===== src/rtl/matrix_buffer.sv =====
// Double-buffered ROWS x COLS matrix store: row-major streaming load into a shadow
// array with optional transpose, atomic commit to the active array, handshaked readout.
module matrix_buffer #(
  parameter int ROWS = 3,
  parameter int COLS = 3,
  parameter int W    = 3,
  parameter logic [ROWS*COLS*W-1:0] INIT =
    {3'd3, 3'd2, 3'd1, 3'd1, 3'd2, 3'd3, 3'd3, 3'd2, 3'd1}
) (
  input  logic                     clk,
  input  logic                     rst,
  input  logic                     load_start,
  input  logic                     transpose,
  input  logic                     abort,
  input  logic                     in_valid,
  input  logic [W-1:0]             in_data,
  output logic                     in_ready,
  output logic                     load_done,
  output logic [ROWS*COLS*W-1:0]   mat_out,
  input  logic                     rd_start,
  output logic                     out_valid,
  output logic [W-1:0]             out_data,
  output logic                     out_last,
  input  logic                     out_ready,
  output logic                     busy
);

  localparam int N  = ROWS * COLS;
  localparam int IW = (N > 1) ? $clog2(N) : 1;
  localparam logic [IW-1:0] IDX_LAST = IW'(N - 1);
  localparam logic [IW-1:0] COL_LAST = IW'(COLS - 1);

  typedef enum logic [1:0] {IDLE, LOAD, READ} state_t;

  state_t        state;
  logic [W-1:0]  active     [N];
  logic [W-1:0]  shadow     [N];
  logic [W-1:0]  shadow_nxt [N];
  logic [IW-1:0] idx, row, col, dest, idx_inc;
  logic          xpose;
  logic          accept;

  assign in_ready = (state == LOAD);
  assign accept   = in_ready && in_valid && !abort;
  assign idx_inc  = idx + 1'b1;

  // Transposed writes land at column-major position; only reachable when square.
  assign dest = xpose ? IW'(int'(col) * COLS + int'(row)) : idx;

  // NOTE: every variable driven here gets a default first so no latch is inferred.
  always_comb begin
    shadow_nxt = shadow;
    if (accept) shadow_nxt[dest] = in_data;
  end

  for (genvar k = 0; k < N; k++) begin : g_flat
    assign mat_out[k*W +: W] = active[k];
  end

  // NOTE: sequential state uses non-blocking assignments so all registers update together.
  always_ff @(posedge clk or posedge rst) begin
    if (rst) begin
      state     <= IDLE;
      idx       <= '0;
      row       <= '0;
      col       <= '0;
      xpose     <= 1'b0;
      busy      <= 1'b0;
      load_done <= 1'b0;
      out_valid <= 1'b0;
      out_last  <= 1'b0;
      out_data  <= '0;
      // NOTE: the arrays are reset because mat_out must show the INIT image out of reset.
      for (int k = 0; k < N; k++) begin
        active[k] <= INIT[k*W +: W];
        shadow[k] <= INIT[k*W +: W];
      end
    end else begin
      load_done <= 1'b0;
      case (state)
        IDLE: begin
          if (load_start) begin
            state <= LOAD;
            busy  <= 1'b1;
            idx   <= '0;
            row   <= '0;
            col   <= '0;
            xpose <= transpose && (ROWS == COLS);
          end else if (rd_start) begin
            state     <= READ;
            busy      <= 1'b1;
            idx       <= '0;
            out_valid <= 1'b1;
            out_data  <= active[0];
            out_last  <= (N == 1);
          end
        end
        LOAD: begin
          if (abort) begin
            state <= IDLE;
            busy  <= 1'b0;
          end else if (accept) begin
            shadow <= shadow_nxt;
            if (idx == IDX_LAST) begin
              active    <= shadow_nxt;
              load_done <= 1'b1;
              state     <= IDLE;
              busy      <= 1'b0;
            end else begin
              idx <= idx_inc;
              if (col == COL_LAST) begin
                col <= '0;
                row <= row + 1'b1;
              end else begin
                col <= col + 1'b1;
              end
            end
          end
        end
        READ: begin
          if (abort) begin
            state     <= IDLE;
            busy      <= 1'b0;
            out_valid <= 1'b0;
            out_last  <= 1'b0;
          end else if (out_ready) begin
            if (idx == IDX_LAST) begin
              state     <= IDLE;
              busy      <= 1'b0;
              out_valid <= 1'b0;
              out_last  <= 1'b0;
            end else begin
              idx      <= idx_inc;
              out_data <= active[idx_inc];
              out_last <= (idx_inc == IDX_LAST);
            end
          end
        end
        default: begin
          state <= IDLE;
          busy  <= 1'b0;
        end
      endcase
    end
  end

endmodule


===== config.mk =====
export PLATFORM = sky130hd
export DESIGN_NAME = matrix_buffer
export DESIGN_NICKNAME = d
export VERILOG_FILES = /design/src/rtl/matrix_buffer.sv
export SDC_FILE = /design/constraint.sdc
export NUM_CORES = 1
export LEC_CHECK = 0
export ABC_AREA = 1
export ABC_CLOCK_PERIOD_IN_PS = 3700
export BUFFER_PORTS_ARGS = -buffer_cell sky130_fd_sc_hd__clkbuf_2
export CAP_MARGIN = 25
export CORE_MARGIN = 4
export CORE_UTILIZATION = 57
export DETAILED_ROUTE_END_ITERATION = 8
export PLACE_DENSITY = 0.81
export SETUP_SLACK_MARGIN = 0.5
export SKIP_CTS_REPAIR_TIMING = 1
export SLEW_MARGIN = 20
export SYNTH_ARGS = -nofsm -noshare
export SYNTH_HDL_FRONTEND = slang
export SYNTH_SLANG_ARGS = --single-unit

===== constraint.sdc =====
create_clock -name clk -period 3.7 [get_ports clk]
set_clock_uncertainty 0.05 [all_clocks]
set_input_delay 0.185 -clock clk [delete_from_list [all_inputs] [get_ports clk]]
set_output_delay 0.185 -clock clk [all_outputs]
set_load 0.1 [all_outputs]

======== Yosys cells after proc, flatten, opt, wreduce, memory -nomap -nowiden ========
Cells that the tools add are included.
operators by class
  reduce and logical (&&, ||, !) cells .... 18
  muxes and demuxes ....................... 63
  add/subtract/negate cells ............... 4
  bitwise gates (word level) .............. 3
  $mul .................................... 1
  equal/unequal tests ..................... 19
  magnitude comparators ................... 3
operator list
  kind                                                        count
  two-way mux 4 bit                                           17
  bitwise mux 27 bit                                          1
  two-way mux 3 bit                                           8
  two-way mux 1 bit                                           20
  AND reduction 6 bit                                         3
  inequality test 2 bit, second input constant                8
  case mux 4 bit (2 select lines)                             2
  two-way mux 2 bit                                           7
  adder 4 x 1 -> 4 bit, second input constant                 3
  binary-select mux 3 bit (select 4 bit)                      1
  demux 3 bit (select 4 bit)                                  1
  case mux 4 bit (3 select lines)                             1
  >= comparator 5 bit, second input constant                  2
  inverter 4 -> 5 bit                                         2
  AND reduction 5 bit                                         2
  inequality test 3 bit, second input constant                3
  == test 4 bit, second input constant                        2
  AND reduction 4 bit                                         2
  case mux 2 bit (3 select lines)                             1
  case mux 3 bit (2 select lines)                             1
  AND reduction 3 bit                                         2
  less-than comparator 5 x 1 -> 1 bit, second input constant  1
  adder 4 bit                                                 1
  == test 4 x 2 -> 1 bit, second input constant               1
  other kinds (14)                                            19
word-level totals
  register bits after elaboration ......... 76
  word-level logic and storage cells ...... 139

======== Longest topological paths before layout ========
Gate-level depths: netlist of the first run.
  depth in word-level cells ............... 9
  depth in mapped cells ................... 14

======== Worst setup path before layout of the first run ========
Ideal clock, no wire load.
  path type ............................... reg2reg
  start point ............................. register state[1]
  end point ............................... register row[0]
  data arrival time ....................... 2.381 ns
  buffers on the path ..................... 0
  path slack .............................. 1.150 ns
  data required time ...................... 3.531 ns
  period minus slack after synthesis ...... 2.550 ns
  library setup time ...................... 0.119 ns
  stages on the path, launching flop included .. 11
  cell sequence ........................... dfrtp_1 > inv_1 > ha_1 > nand2_1 > nor2_4 > nor2_1 > nor2_1 > o21ai_2 > nor2_4 > o21ai_0 > o21a_1
on the way
  word-level cells in the longest chain between the ends .. 5
ends and longest elaborated chain
  what                                             line  text
  start: declaration                               35    state_t state;
  start signal: assignment                         63    state <= IDLE;
  start signal: assignment                         83    state <= LOAD;
  start signal: assignment                         90    state <= READ;
  == test 2 x 1 -> 1 bit *                         43    assign in_ready = (state == LOAD);
  net in_ready                                     17    output logic in_ready,
  logical AND 1 bit (2 in a row)                   44    assign accept = in_ready && in_valid && !abort;
  inequality test 2 x 1 -> 1 bit (no source line)  -
  AND reduction 6 bit (no source line)             -
  end signal: assignment                           113   row <= row + 1'b1;
  end: declaration                                 39    logic [IW-1:0] idx, row, col, dest, idx_inc;
The timed path passes the listed nets; every way through them passes the cells marked *.
A chain may end at the register's enable or synchronous reset.

======== Worst setup path in the final report of the first run ========
  start point ............................. register col[1]
  end point ............................... register active, in the netlist mat_out[1]
on the way
  word-level cells in the longest chain between the ends .. 9
ends and longest elaborated chain
  what                                                                                                     line  text
  start: declaration                                                                                       39
  start signal: assignment                                                                                 115   col <= col + 1'b1;
  multiplier 4 x 2 -> 4 bit *                                                                              48    assign dest = xpose ? IW'(int'(col) * COLS + int'(row)) : idx;
  adder 4 bit *                                                                                            48
  two-way mux 4 bit *                                                                                      48
  inverter 4 -> 5 bit (not written as such) *                                                              53    if (accept) shadow_nxt[dest] = in_data;
  >= comparator 5 bit (not written as such) / less-than comparator 5 x 1 -> 1 bit (equally long branches)  53
  logical AND 1 bit (not written as such)                                                                  53
  two-way mux 3 bit (not written as such)                                                                  53
  demux 3 bit (select 4 bit) *                                                                             53
  bitwise mux 27 bit *                                                                                     53
  end signal: indexed assignment                                                                           75    active[k] <= INIT[k*W +: W];
  end signal: assignment                                                                                   105   active <= shadow_nxt;
  end: declaration                                                                                         36    logic [W-1:0] active [N];
Mark *: on every way between the ends. The rest lies on a longest branch, timed or not.

==> results.json, run 1 <==
{
  "status": "finished, final reports clean",
  "tns_ps": 0,
  "final_cell_mix": "nand2_1 (187), nand3_1 (81), dfrtp_1 (52), inv_1 (51), clkbuf_2 (45)",
  "antennaDiodeCount": 0,
  "dp_worst_setup_slack_ps": 790.3,
  "period_needed_ps": 2939,
  "syn-num-nets": 599,
  "rows": 31,
  "routed_via_density": 5.511,
  "htreeDepth": 3,
  "cts_buffer_depth": 2,
  "avgRoutedWirePerCell_um": 15.38,
  "synth_edf_count": 0,
  "start_util": 0.5964,
  "grt_pass1_wl_um": 17960,
  "final_cell_area_um2": 4877,
  "hold_path_class": "input port to register",
  "ys.warnings.count": 0,
  "cts_sinks": 76,
  "drt_iter0_drc": 330,
  "ios": 46,
  "avgSynthCellArea_um2": 7.737,
  "grt_usage": 0.2531,
  "root_buffer": "clkbuf_8",
  "finalSetupViolCount": 0,
  "ant_nets": 0,
  "synth_cells": 571,
  "gr-total-overflow": 0,
  "numCtsBuffers": 9,
  "fin_nets": 640,
  "whs_path_depth": 3,
  "layout_commonest_cell": "nand2_1",
  "drtPass1Iterations": 5,
  "ys_seq_elements": 76,
  "port_buffers": 45,
  "fmax_ghz": 0.3403,
  "die_area_um2": 9224,
  "rsz0062_at_grt": "no",
  "async_flop_share": 1.000,
  "grt_pass1_vias": 3653,
  "grt_max_degree": 50,
  "p_per_area_nw_per_um2": 775.9,
  "r2r_cells": 11,
  "synth_area_um2": 4418,
  "grt_antenna_before_repair": 0,
  "routed_wl_um": 11010,
  "synth_cell_type_count": 37,
  "layout_setup_ws_ps": 761.2,
  "finalPower_w": 0.003784,
  "placed_area_um2": 4684,
  "crit_type": "register to register",
  "post-route-drc-count": 0,
  "via_count": 3946,
  "finalHoldViolCount": 0,
  "power_leakage_nw": 2.546,
  "relSlewSlack": 0.4465,
  "fillerInstances": 655,
  "arrival_ps": 3200,
  "clk_latency_ps": 370,
  "area_growth_pct": 10.39,
  "drive_gt1_frac": 0.1945,
  "critPathMaxFanout": 17,
  "slew_violations": 0,
  "clk_pin_slew_ps": 90,
  "gp_congestion": 0.8333,
  "core-area_um2": 7408,
  "start_kind": "register",
  "seq_area_frac_synth": 0.4373,
  "synth_ff_type": "dfrtp_1",
  "cts_tree": "yes",
  "worst_pin_slew_ps": 829.3,
  "die_y_um": 96.04,
  "fin_crit_sh": 0.7943,
  "ir_drop_mv": 0.3539,
  "endpoint_kind": "register",
  "max_cap_viol_count": 0,
  "dpl.hpwl_um": 7944,
  "worstPathRequired_ps": 3960,
  "die_x_um": 96.04
}
## where the power goes
part / switching, W / leakage (nW) / internal [W]
clock network: 0.000356 / 0.0829 / 0.000251
logic: 0.00143 / 1.51 / 0.000539
registers: 0.000165 / 0.948 / 0.00104
## registers in the layout (all words and copies together), names as in the netlist, 2 cells and up
name	cells
shadow	27
row	4
mat_out	27
state	2
col	4
idx	4
out_data	3
## per-layer routing
layer | wire (um) | track usage | vias up
met3 | 643 | 0.02815 | 19
met4 | 247 | 0.1007 | 0
met5 | 0 | 0 | -
li1 | - | - | 1945
met2 | 5406 | 0.4163 | 136
met1 | 4715 | 0.3414 | 1846
## kinds of logic (layout without fill, tap and decap cells)
| family | after synthesis | after routing | synth area share |
|---|---|---|---|
| fa+ha+maj | 17 | 17 | 0.05324 |
| flops | 76 | 76 | 0.4373 |
| buf+inv | 84 | 130 | 0.07958 |
| compound gates | 49 | 49 | 0.06599 |
| xor+xnor | 4 | 4 | 0.007931 |
| simple gates | 341 | 341 | 0.3560 |
## final timing paths
kind | slack [ps] | endpoint | startpoint
max | 760 | mat_out[1]$_DFFE_PP0P_ | col[1]$_DFFE_PP0P_
min | 30 | xpose$_DFFE_PP0P_ | transpose
min in group asynchronous | 430 | shadow[20]$_DFFE_PP0P_ | rst
max reg2reg | 760 | mat_out[1]$_DFFE_PP0P_ | col[1]$_DFFE_PP0P_
min reg2reg | 420 | shadow[24]$_DFFE_PP1P_ | shadow[24]$_DFFE_PP1P_
max in group asynchronous | 2250 | mat_out[24]$_DFFE_PP1P_ | rst
## cell usage after synthesis (all sizes together) (4+ instances only)
master | count | area, um^2
nand2 | 190 | 720.7
o211ai | 4 | 30.03
ha | 14 | 175.2
nor2 | 33 | 193.9
o21ai | 33 | 195.2
buf | 12 | 78.83
inv | 62 | 235.2
a21oi | 9 | 45.04
dfrtp | 52 | 1301
nand3 | 82 | 415.4
clkbuf | 7 | 26.28
dfstp | 24 | 630.6
nand4 | 30 | 209.0
## metrics by stage
step	hold WS, ps	util	instances
2_1_floorplan	293.6	-	571
3_5_place_dp	403.8	0.6323	699
6_report	29.51	0.6583	716
4_1_cts	26.95	0.6568	715
3_3_place_gp	404.0	0.6323	699
5_1_grt	52.44	0.6583	716
## worst max-delay path, stage by stage, from the launching register on
cell and delay [ps]:
dfrtp_1 480, fa_1 470, ha_1 230, fa_1 440, or2_1 270, o21ai_4 180
inv_4 180, nor2_8 200, nand2_2 100, nand2_1 110, nand3_1 80, nand2_1 80
## area by class of cell
cell class / instances / area [um^2] / share of cell area
multi-input combinational: 411 / 2135 / 0.4377
inverter: 65 / 247.7 / 0.05080
clock inverter: 7 / 57.56 / 0.01180
clock buffer: 9 / 123.9 / 0.02540
sequential: 76 / 1932 / 0.3961
tap: 99 / 123.9 / 0.02540
timing repair buffer: 49 / 257.7 / 0.05285
(Power assumes the default switching activity.)
==> inputs of run 2 (changes only) <==
- ABC_CLOCK_PERIOD_IN_PS: 3700 -> 2830
- clock period: 3.7 -> 2.83 ns (I/O delays scaled with it)
==> run 2 against run 1 <==
Net effect:
- sequential share of layout area decreased by 1.6 points
- register-to-register slack got worse by 650 ps
- first-iteration DRC count increased by 3.6%
- final cell count increased by 1.8%
- critical path type unchanged
- largest cell class unchanged
==> results.json, run 2 (synthesized netlist as in run 1, its figures left out) <==
{
  "root_buffer": "clkbuf_8",
  "fin_crit_sh": 0.9612,
  "crit_type": "register to register",
  "critPathMaxFanout": 5,
  "drive_gt1_frac": 0.2175,
  "layout_commonest_cell": "nand2_1",
  "dp_worst_setup_slack_ps": 76.25,
  "grt_pass1_wl_um": 18400,
  "ios": 46,
  "cp_common_cell": "nand2_1",
  "period_needed_ps": 2720,
  "rsz0062_at_grt": "yes",
  "arrival_ps": 2960,
  "max_cap_viol_count": 0,
  "routed_wl_um": 11470,
  "gp_congestion": 0.8872,
  "grt_pass1_vias": 3828,
  "avgRoutedWirePerCell_um": 15.74,
  "fmax_ghz": 0.3676,
  "relSlewSlack": 0.6350,
  "status": "finished, final reports clean",
  "worstPathCellList": "fa_1 -> ha_2 -> fa_2 -> or2_4 -> o21ai_4 -> buf_6 -> nand4_1 -> nand2_1 -> nand3_1 -> nand2_1",
  "clk_pin_slew_ps": 80,
  "cpPeakStageDelay_ps": 550,
  "ir_drop_mv": 0.7124,
  "finalHoldViolCount": 0,
  "fillerInstances": 615,
  "tns_ps": 0,
  "antennaDiodeCount": 0,
  "fin_nets": 653,
  "power_leakage_nw": 2.659,
  "clk_latency_ps": 350,
  "r2r_slack_ps": 110,
  "numCtsBuffers": 9,
  "die_y_um": 96.04,
  "die_area_um2": 9224,
  "grt_usage": 0.2598,
  "hold_path_class": "input port to register",
  "drtPass1Iterations": 5,
  "endpoint_kind": "register",
  "grt_max_degree": 32,
  "p_per_area_nw_per_um2": 1051,
  "worst_pin_slew_ps": 549.8,
  "core-area_um2": 7408,
  "post-route-drc-count": 0,
  "start_kind": "register",
  "dpl.hpwl_um": 8124,
  "gr-total-overflow": 0,
  "final_cell_mix": "nand2_1 (186), nand3_1 (81), dfrtp_1 (52), inv_1 (51), clkbuf_2 (45)",
  "via_count": 4063,
  "start_util": 0.5964,
  "cp_slowest_cell": "fa_1",
  "grt_antenna_before_repair": 0,
  "worstPathRequired_ps": 3070,
  "routed_via_density": 5.573,
  "cts_tree": "yes",
  "cts_sinks": 76,
  "rows": 31,
  "port_buffers": 45,
  "finalSetupViolCount": 0,
  "htreeDepth": 3,
  "cts_buffer_depth": 2,
  "area_growth_pct": 15.15,
  "slew_violations": 0,
  "ant_nets": 0,
  "holdWs_ps": 10.24,
  "die_x_um": 96.04,
  "drt_iter0_drc": 342,
  "layout_setup_ws_ps": 109.9
}
run 2: worst paths after layout:
check,cells after the start,from,endpoint
max in group asynchronous,4,rst,shadow[6]$_DFFE_PP1P_
worst min-delay path,3,transpose,xpose$_DFFE_PP0P_
worst max-delay path,10,col[0]$_DFFE_PP0P_,mat_out[8]$_DFFE_PP0P_
worst max register to register,10,col[0]$_DFFE_PP0P_,mat_out[8]$_DFFE_PP0P_
min in group asynchronous,3,rst,shadow[20]$_DFFE_PP0P_
worst min register to register,2,shadow[9]$_DFFE_PP1P_,shadow[9]$_DFFE_PP1P_
run 2: layout make-up:
cell class | count | area [um^2] | share of cell area
multi-input cells | 411 | 2152 | 0.4230
well taps | 99 | 123.9 | 0.02435
flip-flops and latches | 76 | 1932 | 0.3797
inverters | 65 | 249.0 | 0.04894
repair buffers | 62 | 426.7 | 0.08387
clock inverters | 4 | 48.80 | 0.009592
clock buffers | 12 | 155.1 | 0.03050
run 2: power by group:
part / internal [W] / leakage [nW] / switching [W]
Clock: 0.000455 / 0.106 / 0.000402
Combinational: 0.000938 / 1.60 / 0.00201
Sequential: 0.00137 / 0.948 / 0.000176
run 2: stage by stage:
step | cell area, um^2 | total power (W) | cells | utilization
4_1_cts | 4954 | 0.005091 | 721 | 0.6686
6_report | 5087 | 0.005345 | 729 | 0.6867
3_5_place_dp | 4750 | 0.004229 | 705 | 0.6411
3_3_place_gp | 4750 | 0.004121 | 705 | 0.6411
2_1_floorplan | 4441 | 0.003736 | 571 | -
5_1_grt | 5087 | 0.005727 | 729 | 0.6867
run 2: per-layer routing:
metal,vias to the layer above,global-route usage,part of all wire
met4,0,0.06280,0.014
met5,-,0,0
met2,128,0.4491,0.52
met1,1943,0.3350,0.41
met3,18,0.05004,0.056
li1,1974,-,-
run 2: critical path: cells and delay by family, from the launching register on:
| kind | cells | cell delay [ps] |
|---|---|---|
| buffers and inverters | 1 | 160 |
| DFF | 1 | 400 |
| and+or+nand+nor | 5 | 760 |
| adders and majority gates | 3 | 1140 |
| AOI/OAI and AO/OA | 1 | 130 |
